<file path="config.mk">
export PLATFORM = sky130hd
export DESIGN_NAME = csel_pipe_adder
export DESIGN_NICKNAME = d
export VERILOG_FILES = /design/src/rtl/csel_pkg.sv /design/src/rtl/csel_block.sv /design/src/rtl/csel_pipe_adder.sv
export SDC_FILE = /design/constraint.sdc
export NUM_CORES = 1
export LEC_CHECK = 0
export CAP_MARGIN = 10
export CORE_MARGIN = 5
export CORE_UTILIZATION = 65
export DETAILED_ROUTE_END_ITERATION = 16
export DONT_BUFFER_PORTS = 1
export PLACE_DENSITY = 0.81
export SETUP_SLACK_MARGIN = 0.4
export SLEW_MARGIN = 5
export SYNTH_ARGS = -nofsm -noshare
export SYNTH_HDL_FRONTEND = slang
export SYNTH_SLANG_ARGS = --single-unit
</file>
<file path="constraint.sdc">
create_clock -name clk -period 4.5 [get_ports clk]
set_clock_uncertainty 0.2 [all_clocks]
set_input_delay 0.9 -clock clk [delete_from_list [all_inputs] [get_ports clk]]
set_output_delay 0.9 -clock clk [all_outputs]
set_load 0.02 [all_outputs]
</file>
<file path="src/rtl/csel_pkg.sv">
// Shared constants and the stage-1 per-block candidate record for csel_pipe_adder.
package csel_pkg;

  localparam int CSEL_WIDTH   = 16;
  localparam int CSEL_BLK     = 4;
  // Candidate sums are stored at this width; blocks narrower than it zero-extend.
  localparam int CSEL_BLK_MAX = 16;

  typedef struct packed {
    logic [CSEL_BLK_MAX-1:0] sum0;
    logic [CSEL_BLK_MAX-1:0] sum1;
    logic                    c0;
    logic                    c1;
  } csel_cand_t;

endpackage

</file>
<file path="src/rtl/csel_block.sv">
// BLK-bit ripple adder producing both candidate results: block carry-in 0 (sum0/c0)
// and block carry-in 1 (sum1/c1).
module csel_block #(
  parameter int BLK = 4
) (
  input  logic [BLK-1:0] a,
  input  logic [BLK-1:0] b,
  output logic [BLK-1:0] sum0,
  output logic           c0,
  output logic [BLK-1:0] sum1,
  output logic           c1
);

  logic r0;
  logic r1;

  always_comb begin
    r0   = 1'b0;
    r1   = 1'b1;
    sum0 = '0;
    sum1 = '0;
    for (int i = 0; i < BLK; i++) begin
      sum0[i] = a[i] ^ b[i] ^ r0;
      r0      = (a[i] & b[i]) | (r0 & (a[i] ^ b[i]));
      sum1[i] = a[i] ^ b[i] ^ r1;
      r1      = (a[i] & b[i]) | (r1 & (a[i] ^ b[i]));
    end
    c0 = r0;
    c1 = r1;
  end

endmodule

</file>
<file path="src/rtl/csel_pipe_adder.sv">
// Two-stage pipelined carry-select adder/subtractor with valid/ready flow control.
// Define CSEL_OVF_EN to add the pipelined signed-overflow output ovf.
module csel_pipe_adder
  import csel_pkg::*;
#(
  parameter int WIDTH = CSEL_WIDTH,
  parameter int BLK   = CSEL_BLK
) (
  input  logic             clk,
  input  logic             rst_n,
  input  logic             in_valid,
  output logic             in_ready,
  input  logic [WIDTH-1:0] a,
  input  logic [WIDTH-1:0] b,
  input  logic             cin,
  input  logic             sub,
  output logic             out_valid,
  input  logic             out_ready,
  output logic [WIDTH-1:0] s,
  output logic             cout
`ifdef CSEL_OVF_EN
  ,
  output logic             ovf
`endif
);

  localparam int NB = WIDTH / BLK;

  if (BLK < 1 || BLK > CSEL_BLK_MAX || (WIDTH % BLK) != 0) begin : g_bad_cfg
    $error("csel_pipe_adder: WIDTH must be a multiple of BLK, 1 <= BLK <= CSEL_BLK_MAX");
  end

  // Valid/ready: a beat crosses a boundary on a rising edge where the sender's valid and
  // the receiver's ready are both high; valid never depends on ready, and a stalled
  // stage holds its contents unchanged.
  logic             adv1;
  logic             adv2;
  logic [WIDTH-1:0] b_eff;
  logic             c_eff;
  logic [BLK-1:0]   bs0 [NB];
  logic [BLK-1:0]   bs1 [NB];
  logic             bc0 [NB];
  logic             bc1 [NB];

  logic             v1_q, v1_d;
  logic             v2_q, v2_d;
  csel_cand_t       cand_q [NB];
  csel_cand_t       cand_d [NB];
  logic [WIDTH-1:0] s_q, s_d;
  logic             cout_q, cout_d;
  logic [WIDTH-1:0] sel_s;
  logic             carry;
`ifdef CSEL_OVF_EN
  logic             a_msb_q, a_msb_d;
  logic             b_msb_q, b_msb_d;
  logic             ovf_q, ovf_d;
`endif

  always_comb begin
    b_eff = sub ? ~b : b;
    c_eff = sub ? ~cin : cin;
  end

  for (genvar k = 0; k < NB; k++) begin : g_blk
    csel_block #(.BLK(BLK)) u_blk (
      .a    (a[k*BLK +: BLK]),
      .b    (b_eff[k*BLK +: BLK]),
      .sum0 (bs0[k]),
      .c0   (bc0[k]),
      .sum1 (bs1[k]),
      .c1   (bc1[k])
    );
  end

  always_comb begin
    adv2     = !v2_q || out_ready;
    adv1     = !v1_q || adv2;
    in_ready = adv1;
    v1_d     = adv1 ? in_valid : v1_q;
    v2_d     = adv2 ? v1_q : v2_q;

    for (int k = 0; k < NB; k++) begin
      cand_d[k] = cand_q[k];
      if (adv1 && in_valid) begin
        cand_d[k].sum0 = CSEL_BLK_MAX'(bs0[k]);
        cand_d[k].sum1 = CSEL_BLK_MAX'(bs1[k]);
        cand_d[k].c0   = bc0[k];
        cand_d[k].c1   = bc1[k];
      end
    end
    // Block 0 resolves the real carry-in now, so both its slots carry the final result
    // and stage 2 can treat it like any other block with carry-in 0.
    if (adv1 && in_valid) begin
      cand_d[0].sum0 = c_eff ? CSEL_BLK_MAX'(bs1[0]) : CSEL_BLK_MAX'(bs0[0]);
      cand_d[0].c0   = c_eff ? bc1[0] : bc0[0];
      cand_d[0].sum1 = cand_d[0].sum0;
      cand_d[0].c1   = cand_d[0].c0;
    end

    carry = 1'b0;
    sel_s = '0;
    for (int k = 0; k < NB; k++) begin
      sel_s[k*BLK +: BLK] = carry ? cand_q[k].sum1[BLK-1:0] : cand_q[k].sum0[BLK-1:0];
      carry               = carry ? cand_q[k].c1 : cand_q[k].c0;
    end

    s_d    = s_q;
    cout_d = cout_q;
    if (adv2 && v1_q) begin
      s_d    = sel_s;
      cout_d = carry;
    end

`ifdef CSEL_OVF_EN
    a_msb_d = a_msb_q;
    b_msb_d = b_msb_q;
    ovf_d   = ovf_q;
    if (adv1 && in_valid) begin
      a_msb_d = a[WIDTH-1];
      b_msb_d = b_eff[WIDTH-1];
    end
    if (adv2 && v1_q) begin
      ovf_d = (a_msb_q == b_msb_q) && (sel_s[WIDTH-1] != a_msb_q);
    end
`endif
  end

  always_ff @(posedge clk) begin
    if (!rst_n) begin
      v1_q   <= 1'b0;
      v2_q   <= 1'b0;
      s_q    <= '0;
      cout_q <= 1'b0;
      for (int k = 0; k < NB; k++) begin
        cand_q[k] <= '0;
      end
`ifdef CSEL_OVF_EN
      a_msb_q <= 1'b0;
      b_msb_q <= 1'b0;
      ovf_q   <= 1'b0;
`endif
    end else begin
      v1_q   <= v1_d;
      v2_q   <= v2_d;
      s_q    <= s_d;
      cout_q <= cout_d;
      for (int k = 0; k < NB; k++) begin
        cand_q[k] <= cand_d[k];
      end
`ifdef CSEL_OVF_EN
      a_msb_q <= a_msb_d;
      b_msb_q <= b_msb_d;
      ovf_q   <= ovf_d;
`endif
    end
  end

  assign out_valid = v2_q;
  assign s         = s_q;
  assign cout      = cout_q;
`ifdef CSEL_OVF_EN
  assign ovf       = ovf_q;
`endif

endmodule

</file>
Yosys cells after proc, flatten, opt, wreduce, memory -nomap -nowiden
Memory sizes are Yosys's and may differ from the RTL's.
Index checks and enable logic that the tools add are counted.
- mux-type cells: 20
- bitwise operators: 118
- reduce and logical (&&, ||, !) cells: 6
- operator list (operator ; count):
    two-way mux 34 bit ; 8
    bitwise AND 1 bit ; 40
    bitwise XOR 1 bit ; 40
    bitwise OR 1 bit ; 32
    two-way mux 16 bit ; 1
    two-way mux 4 bit ; 4
    inverter 16 bit ; 1
    two-way mux 1 bit ; 7
    inverter 1 bit ; 5
    logical AND 1 bit ; 2
    logical NOT 1 bit ; 2
    logical OR 1 bit ; 2
- flip-flop bits (word level): 19
- memory bits (writable): 136
- output and inout bits: 19
- logic and storage cells: 149
- memories: 1
- memories (name ; depth ; width ; read ports ; clocked after Yosys merged registers in ; write ports ; line ; RTL):
    cand_q ; 4 ; 34 ; 4 ; 0 ; 4 ; csel_pipe_adder.sv:47 ; csel_cand_t cand_q [NB];

Longest topological paths before layout
Gate-level depths: netlist of the first run.
- depth after elaboration: 13
- depth in mapped cells: 12
- gate-level depth less buffers: 11

Hierarchy
From an unflattened synthesis of the first run, not the netlist that was laid out.
- cell total of the unflattened synthesis: 334
- area, all modules: 3113.0 µm²
- modules (own cells, without submodules) (module ; times used ; cells an instance ; area each (µm²)):
    csel_pipe_adder ; 1 ; 254 ; 2352.3
    csel_block ; 4 ; 20 ; 190.2

Worst setup path before layout of the first run
No wires, ideal clock.
- kind: input -> register
- start: input port sub
- end: memory cand_q[0][5] in the netlist's numbering
- library setup time: 0.122 ns
- data arrival time: 2.939 ns
- slack: 1.239 ns
- cell stages on the path: 12
- buffers on the path: 1
- path through: buf_2 -> xor2_1 -> inv_1 -> ha_1 -> nand2_1 -> o21ai_0 -> fa_1 -> fa_1 -> inv_1 -> fa_1 -> nand2_1 -> a21boi_0
- RTL lines (what ; line ; RTL):
    start, declared ; csel_pipe_adder.sv:16 ; input logic sub,
    end, declared ; csel_pipe_adder.sv:47 ;

==> impl_results.md, run 1 <==
- Area grow syn2layout: 2.72%
- Post-DR vias/cell: about 5.7
- Total number of vias: around 1,900
- Clock network power share: 0.266
- Synth warnings: 0
- Critical Path Sink: cand_q[0][5]
- CTS H-Tree Depth: 2
- Register area share after synthesis: 0.373
- Final Util: 0.684
- Tcrit/Tclk final: 0.634
- R2R Path Start: cand_q[0][1]
- CTS root buf: clkbuf_8
- VDD IR-drop max: between 0.0002 and 0.00025 V
- Final #Nets: 350
- Clk pin slew, worst setup/hold paths: around 0.090 ns
- Hold crit path type: reg -> reg
- Tightest Pin Transition: around 1.1 ns
- CTS tree: done
- Hold Startpoint: cand_q[2][5]
- DRC Markers: 0
- ANT cells: 0
- EDFF count, synth: 0
- Clk Latency, worst-skew pair: 0.30 ns
- CTS Sinks: 54
- Outcome: complete, no violations
- Synth cell count leaders: nand2_1 (60), dfxtp_1 (54), inv_1 (28)
- Die W: ~77 um
- Storage element area: ~1100 um^2
- Port Buffers: 0
- Ys flop type: dfxtp_1
- Net Sw Frac: 0.282
- I/O Pins: 57
- Placed cell areas: about 2900 um^2
- Setup crit end kind: flip-flop
- Synth top area cells: dfxtp_1 (37%), fa_1 (14%), nand2_1 (7.8%)
- Starting Density: 0.666
- Mapped Area: between 2000 and 3000 um^2
- WL/cell: around 15 um
- Fin crit period: approximately 2.9 ns
- Layout cells sized above 1: 0.0387
- Multi-input combinational cell area: between 1500 and 2000 um^2
- Std cell rows: 24
- RSZ-0062 raised after global routing: false
- Register share of total power: 0.547
- R2r worst-path depth: 4
- 1st-pass router iterations: 5
- Core area: about 4400 um^2
- Max Cap Viol: 0
- Final setup viols: 0
- Largest net degree at the start of global routing: 55
- Filler Cells Inserted: between 300 and 400
- Starting DRT DRC Count: 74
- Yosys cell types: 21
- Req. time, crit path: 4.49 ns
- R2R Path End: s[14]
- Design area: about 3000 um^2
- CP max FO: 17
- Crit path kind: in -> reg
- CTS Hold Bufs: 0
- Die extent in y: between 70 and 80 um
- P_sw: 289 uW
- Fmax achieved: ~0.35 GHz
- Cell taking the most area after synthesis: dfxtp_1
- Final HPWL DP: about 3600 um
- CP Launch Point: sub
- Setup slack, reg-to-reg: ~2.3 ns
- Int Pwr: roughly 740 uW
- Sum of negative setup slack: 0 ns
- Leak: roughly 0.0015 uW
- CTS Buf Count: 5
- Mapped Cells: ~300
- Initial antenna violation count: 0
- Final Max Tran Viols: 0
- Gate power share: 0.188
- Final hold vios: 0
- Post-CTS setup buffers: 0
- GP Congestion: 0.726
- CP startpoint kind: primary input
- Top cell type's share of synthesized area: 0.373
- Mean Syn Cell Area: 9.86 um^2
- Die ar.: roughly 5900 um^2
- Post-synthesis async set-or-reset flop share: 0
- DRT antenna net count: 0
- Most frequent cell after synthesis: nand2_1
- Vias in the first global route: around 1,900
- Slew Limit Headroom: 0.248
- Cts repair resizes: 0
- Post-Synthesis Net Count: about 360
- Total Wirelength: about 5000 um
- Clock Path Buffers: 2
- PD cells: around 340 nW/um^2
- First-pass GRT wire length: between 8000 and 9000 um
- Yosys reg bits: 54
- Crit path DAT: roughly 2.9 ns
- Tot GR Track Use: 0.174
- Congestion Overflow GR: 0
## cell families (layout without fill, tap and decap cells)
kind of cell / after synthesis / after routing / synth area share
xor+xnor: 18 / 18 / 0.0544
simple gates: 68 / 68 / 0.0953
mux: 19 / 19 / 0.0742
flops: 54 / 54 / 0.373
compound gates: 59 / 59 / 0.157
buf+inv: 47 / 37 / 0.0669
fa+ha+maj: 29 / 29 / 0.179
## worst max-delay path, cell delays in order
cell and delay (ns):
xor2_1 0.18, inv_1 0.07, ha_1 0.17, nand2_1 0.05
o21ai_0 0.10, fa_1 0.40, fa_1 0.37, inv_1 0.07
fa_1 0.40, nand2_1 0.06, a21boi_0 0.08
## cell usage in the layout, fill, tap and decap left out
master / n
clkinvlp_4: 1
nand2b_1: 1
dfxtp_1: 54
a21oi_1: 8
and2_1: 2
xor2_1: 10
ha_1: 8
nor2b_1: 4
inv_1: 28
mux2i_4: 2
fa_1: 21
xnor2_1: 8
clkbuf_8: 6
nand3b_1: 1
nand2_1: 60
o211a_1: 22
o21ai_0: 9
mux2i_1: 17
clkinv_2: 1
a21boi_0: 20
buf_4: 1
## flip-flops by register name, summed over array words and instances, names as in the netlist
| register | cells |
|---|---|
| cand_q | 35 |
| s | 16 |
| cout | 1 |
| out_valid | 1 |
| v1_q | 1 |
## power by group through the flow
stage | logic, uW | clock network (uW) | registers [uW]
2_1_floorplan | 172 | 0 | 564
3_3_place_gp | 187 | 0 | 572
3_5_place_dp | 195 | 0 | 573
4_1_cts | 197 | 280 | 562
5_1_grt | 225 | 302 | 567
6_report | 193 | 273 | 561
## worst min path at each step
stage	end	slack [ns]	cells after the start
2_1_floorplan	cand_q[0][18]	0.24	2
5_1_grt	cand_q[3][1]	0.30	2
3_3_place_gp	cand_q[2][5]	0.25	2
4_1_cts	cand_q[2][5]	0.27	2
6_report	cand_q[2][5]	0.27	2
3_5_place_dp	cand_q[2][5]	0.26	2
## layer usage
metal	GRT usage	part of all wire	vias up
met1	0.197	0.40	935
met2	0.312	0.53	42
met3	0.0550	0.061	5
li1	-	-	924
met4	0.0472	0.0094	0
met5	0	0	-
## area by class of cell
cell class / instances / area share
Clock buffer: 6 / 0.0277
Clock inverter: 2 / 0.00420
Inverter: 28 / 0.0353
Multi-Input combinational cell: 193 / 0.546
Sequential cell: 54 / 0.363
Tap cell: 52 / 0.0218
Timing Repair Buffer: 1 / 0.00252
## through the flow
step           setup WS (ns)  hold slack [ns]  std cells  power [uW]
2_1_floorplan           1.24            0.241        294         736
3_3_place_gp            1.39            0.250        328         759
3_5_place_dp            1.31            0.258        328         769
4_1_cts                 1.65            0.271        336        1040
5_1_grt                 1.54            0.300        336        1090
6_report                1.65            0.268        336        1030
(Power assumes the default switching activity.)
==> run 2, diff against run 1 <==
--- a/config.mk
+++ b/config.mk
@@ -5,12 +5,13 @@
 export SDC_FILE = /design/constraint.sdc
 export NUM_CORES = 1
 export LEC_CHECK = 0
+export ABC_AREA = 1
 export CAP_MARGIN = 10
 export CORE_MARGIN = 5
-export CORE_UTILIZATION = 65
+export CORE_UTILIZATION = 63
 export DETAILED_ROUTE_END_ITERATION = 16
 export DONT_BUFFER_PORTS = 1
-export PLACE_DENSITY = 0.81
+export PLACE_DENSITY = 0.79
 export SETUP_SLACK_MARGIN = 0.4
 export SLEW_MARGIN = 5
 export SYNTH_ARGS = -nofsm -noshare
==> constraint.sdc (replaced) <==
create_clock -name clk -period 2.7 [get_ports clk]
set_clock_uncertainty 0.2 [all_clocks]
set_input_delay 0.54 -clock clk [delete_from_list [all_inputs] [get_ports clk]]
set_output_delay 0.54 -clock clk [all_outputs]
set_load 0.02 [all_outputs]
==> run 2 against run 1 <==
Register-to-register slack got worse by 1.4 ns. Critical path type unchanged. Critical path depth decreased by 1. Via count increased by 11%.
==> impl_results.md, run 2 <==
- EDFF count, synth: 0
- Yosys cell types: 23
- Post-Synthesis Net Count: a little over 400
- Post-synthesis async set-or-reset flop share: 0
- Die W: roughly 77 um
- Overall power: ~1700 uW
- Die ar.: around 6000 um^2
- Slew Limit Headroom: 0.559
- Crit path kind: in -> reg
- DRC Markers: 0
- Synth warnings: 0
- Hold crit path type: in -> reg
- Post-CTS setup buffers: 0
- Non-Filler Instances: ~390
- Ys flop type: dfxtp_1
- Req. time, crit path: roughly 2.7 ns
- I/O Pins: 57
- ANT cells: 0
- Layout cells sized above 1: 0.152
- Fmax achieved: between 0.4 and 0.5 GHz
- Outcome: complete, no violations
- Top cell type's share of synthesized area: 0.380
- Most frequent cells in the layout: dfxtp_1 (54), nor2_1 (42), inv_1 (36), nand2_1 (36), a21oi_1 (25)
- Tot GR Track Use: 0.198
- Hold slack: ~0.15 ns
- Crit path DAT: roughly 2.3 ns
- 1st-pass router iterations: 4
- Synth cell count leaders: dfxtp_1 (54), inv_1 (44), nor2_1 (42)
- Total Wirelength: 5740 um
- Final Max Tran Viols: 0
- WL/cell: 14.8 um
- R2r worst-path depth: 5
- CTS root buf: clkbuf_8
- CP startpoint kind: primary input
- Largest net degree at the start of global routing: 46
- Placed cell areas: between 2000 and 3000 um^2
- Leak: ~0.0013 uW
- Largest register FFs: 35
- Initial antenna violation count: 0
- Starting Density: 0.653
- Hold path depth: 2
- Die extent in y: 77.2 um
- Crit path max-delay cell type: fa_1
- CTS H-Tree Depth: 2
- GP Congestion: 0.798
- PD cells: roughly 570 nW/um^2
- Clk pin slew, worst setup/hold paths: approximately 0.090 ns
- Final setup viols: 0
- CTS Buf Count: 5
- Vias in the first global route: 2,043
- Tcrit/Tclk final: 0.858
- Fin crit period: 2.32 ns
- Most frequent cell after synthesis: dfxtp_1
- Design area: around 3000 um^2
- DRT antenna net count: 0
- Post-DR vias/cell: roughly 5.4
- Synth top area cells: dfxtp_1 (38%), fa_1 (15%), inv_1 (5.8%)
- Final Util: 0.706
- Crit path largest cell delay: 0.40 ns
- CTS Sinks: between 50 and 60
- Mapped Area: 2850 um^2
- Tightest Pin Transition: around 0.66 ns
- First-pass GRT wire length: around 9600 um
- VDD IR-drop max: between 0.0002 and 0.0003 V
- Cells along the critical path: xnor2_4, inv_2, ha_4, inv_2, fa_2, fa_2, inv_2, fa_1, o21ai_1, nor2_1
- Final #Nets: about 400
- Cell taking the most area after synthesis: dfxtp_1
- Mean Syn Cell Area: ~8.3 um^2
- Starting DRT DRC Count: ~160
- Yosys reg bits: 54
- Max Cap Viol: 0
- Final HPWL DP: around 4200 um
- Port Buffers: 0
- Mapped Cells: 343
- Setup crit end kind: flip-flop
- Clock Path Buffers: 2
- Core area: between 4000 and 5000 um^2
- Area grow syn2layout: 8.00%
- Most common cell after layout, fill and taps aside: dfxtp_1
- Total number of vias: about 2,100
- Clk Latency, worst-skew pair: around 0.3 ns
- Placed cell count: between 300 and 400
- Congestion Overflow GR: 0
- CTS tree: done
- Final hold vios: 0
- Cell mode on critical path: inv_2
- Register area share after synthesis: 0.380
- CP max FO: 2
- RSZ-0062 raised after global routing: true
- Std cell rows: 24
- Top reg by flops: cand_q
-- run 2: cell types whose count changed in the layout (fill, tap and decap cells not counted), moves of 12 or more --
cell	change
nor2_1	+42
nand2_1	-24
o21ai_1	+24
nand3_1	+22
o211a_1	-22
a21boi_0	-20
a21oi_1	+17
mux2i_1	-17
fa_1	-12
fa_2	+12
-- run 2: per-layer routing --
layer,vias up,share of wire,track usage
li1,1069,-,-
met1,965,0.48,0.279
met2,68,0.45,0.301
met3,8,0.061,0.0515
met4,0,0.013,0.0567
met5,-,0,0
-- run 2: cell type report --
class                   instances  area (um^2)
fillers                       350         1280
well taps                      52         65.1
repair buffers                  2         15.0
inverters                      47          176
clock buffers                   7         76.3
multi-input cells             226         1660
flip-flops and latches         54         1080
-- run 2: what timing repair did --
item / 4_1_cts / 5_1_grt
gates resized for setup: 1 / 14
pin swaps: 1 / 14
setup endpoints to repair: 2 / 7
hold buffers: 0 / 0
-- run 2: path summary, 6_finish.rpt --
kind | from | end | slack (ns)
max reg2reg | out_valid | cand_q[3][4] | 0.90
min | rst_n | cand_q[1][18] | 0.15
min reg2reg | cand_q[1][2] | cand_q[1][2] | 0.27
max | b[8] | cand_q[2][21] | 0.38
-- run 2: per-stage QoR --
step | TNS [ns] | setup WS, ns
floorplan | -0.0226 | -0.0121
global placement | 0 | 0.0904
detailed placement | 0 | 0.0451
CTS | 0 | 0.385
global route | 0 | 0.316
finish | 0 | 0.382
-- run 2: cells by family after synthesis --
family / synth area share
DFF: 0.380
AOI/OAI and AO/OA: 0.133
buffers and inverters: 0.0910
xor gates and xnor gates: 0.0523
and+or+nand+nor: 0.161
adders and majority gates: 0.183
-- run 2: worst max-delay path, delay by kind of cell --
kind / cells / cell delay (ns)
fa+ha+maj: 4 / 1.28
buf+inv: 3 / 0.18
compound gates: 1 / 0.14
xor+xnor: 1 / 0.12
simple gates: 1 / 0.05
-- run 2: report_power, final --
part / leakage (uW) / switching [uW] / internal (uW)
Combinational: 0.000837 / 216 / 170
Sequential: 0.000447 / 70.3 / 873
Clock: 0.0000383 / 240 / 179
==> run 3, diff against run 2 <==
--- a/config.mk
+++ b/config.mk
@@ -7,6 +7,7 @@
 export LEC_CHECK = 0
 export ABC_AREA = 1
 export CAP_MARGIN = 10
+export CORE_ASPECT_RATIO = 0.75
 export CORE_MARGIN = 5
 export CORE_UTILIZATION = 63
 export DETAILED_ROUTE_END_ITERATION = 16
==> run 3 against run 2 <==
Global-route usage fell by 0.056 points. Routed wire length fell by 3.5%. Critical path depth did not move. Power fell by 0.53%. Via count fell by 0.90%. Design area fell by 0.53%. Die area rose by 0.24%. Sequential cell count did not move.
==> impl_results.md, run 3 (synthesis results as in run 2) <==
- Outcome: complete, no violations
- Most frequent cells in the layout: dfxtp_1 (54), nor2_1 (42), inv_1 (39)
- Final hold vios: 0
- Post-DR vias/cell: around 5.3
- CTS Buf Count: 5
- Tightest Pin Transition: ~0.67 ns
- Total number of vias: 2,091
- Final #Nets: roughly 400
- WL/cell: ~14 um
- 1st-pass router iterations: 4
- Final setup viols: 0
- R2R Path Start: out_valid
- Setup slack, reg-to-reg: just under 0.9 ns
- CP Launch Point: sub
- R2R Path End: cand_q[2][3]
- Std cell rows: 21
- Congestion Overflow GR: 0
- Design area: approximately 3000 um^2
- CTS Sinks: 54
- I/O Pins: 57
- Clk pin slew, worst setup/hold paths: about 0.090 ns
- Core area: 4410 um^2
- CP max FO: 17
- CTS tree: done
- Filler Cells Inserted: around 380
- Final Util: 0.692
- Leak: between 0.001 and 0.0015 uW
- Req. time, crit path: ~2.7 ns
- R2r worst-path depth: 5
- Clk Latency, worst-skew pair: approximately 0.30 ns
- Crit path largest cell delay: approximately 0.4 ns
- Tot GR Track Use: 0.198
- CTS H-Tree Depth: 2
- Port Buffers: 0
- Area grow syn2layout: 7.43%
- Vias in the first global route: roughly 2,000
- Fmax achieved: between 0.4 and 0.5 GHz
- Max Cap Viol: 0
- Hold Path End: cand_q[1][18]
- Placed cell count: roughly 390
- Top reg by flops: cand_q
- CP startpoint kind: primary input
- Crit-path leading delay family: adder cells
- Initial antenna violation count: 0
- Clock Path Buffers: 2
- Tcrit/Tclk final: 0.857
- Slew Limit Headroom: 0.551
- Fin crit period: 2.31 ns
- Final HPWL DP: 4080 um
- Cells along the critical path: xnor2_2, ha_2, nand2_1, o21ai_2, fa_2, fa_2, inv_2, fa_1, o21ai_2, nor2_1
- DRC Markers: 0
- Crit path max-delay cell type: fa_1
- Crit path kind: in -> reg
- Total Wirelength: between 5000 and 6000 um
- RSZ-0062 raised after global routing: true
- DRT antenna net count: 0
- Starting Density: 0.645
- Layout cells sized above 1: 0.139
- CTS Hold Bufs: 0
- Starting DRT DRC Count: ~100
- Hold crit path type: in -> reg
- Non-Filler Instances: approximately 390
- Most common cell after layout, fill and taps aside: dfxtp_1
- VDD IR-drop max: roughly 0.00042 V
- PD cells: roughly 570 nW/um^2
- Largest net degree at the start of global routing: 46
- GP Congestion: between 0.7 and 0.8
- CTS root buf: clkbuf_8
- Hold Startpoint: rst_n
- WP buf/inv: 1
- ANT cells: 0
- Die W: between 80 and 90 um
- Die extent in y: just under 70 um
- Setup crit end kind: flip-flop
- Final Max Tran Viols: 0
- Crit path DAT: around 2.3 ns
- Largest register FFs: 35
- First-pass GRT wire length: 9090 um
- Hold path depth: 2
- Die ar.: 5970 um^2
- Placed cell areas: just under 3000 um^2
[run 3: worst max path at each step]
stage / slack (ns) / to / depth (start not counted)
global placement: 0.09 / cand_q[0][5] / 10
floorplan: -0.01 / cand_q[1][21] / 11
finish: 0.39 / cand_q[0][5] / 10
detailed placement: -0.005 / cand_q[0][5] / 10
global route: 0.29 / cand_q[0][5] / 10
CTS: 0.34 / cand_q[0][5] / 10
[run 3: per-stage QoR]
step           worst slack [ns]  setup TNS (ns)  hold WS, ns  total power [uW]
4_1_cts                   0.341               0        0.143              1740
3_5_place_dp           -0.00469        -0.00469        0.256              1330
6_report                  0.385               0        0.147              1740
2_1_floorplan           -0.0121         -0.0226        0.244              1260
3_3_place_gp             0.0933               0        0.255              1310
5_1_grt                   0.285               0        0.130              1850
[run 3: power breakdown]
part | internal [uW] | switching [uW]
logic | 166 | 209
clock network | 179 | 240
registers | 873 | 71.7
total | 1220 | 521
[run 3: worst reg2reg max path, stage by stage (launching register included)]
cell,delay [ns]
dfxtp_1,0.52
nand3_2,0.26
nand2_2,0.13
inv_2,0.25
o21ai_0,0.27
a21oi_1,0.05
[run 3: timing repair]
| action | CTS | global route |
|---|---|---|
| resized for setup | 0 | 8 |
| hold endpoints to repair | 0 | 0 |
| cloned | 0 | 0 |
| pin swaps | 3 | 7 |
| setup buffers | 1 | 0 |
| endpoints found under the setup margin | 2 | 7 |
[run 3: layout make-up]
type,count,area [um^2],share of cell area
Clock buffer,7,76.3,0.0250
Tap cell,57,71.3,0.0233
Sequential cell,54,1080,0.354
Inverter,47,176,0.0577
Timing Repair Buffer,3,22.5,0.00737
Multi-Input combinational cell,226,1630,0.533
[run 3: metal layers]
layer / up-vias / GRT usage / part of all wire
li1: 1067 / - / -
met1: 965 / 0.264 / 0.46
met2: 54 / 0.320 / 0.46
met3: 5 / 0.0542 / 0.072
met4: 0 / 0.0517 / 0.0096
met5: - / 0 / 0
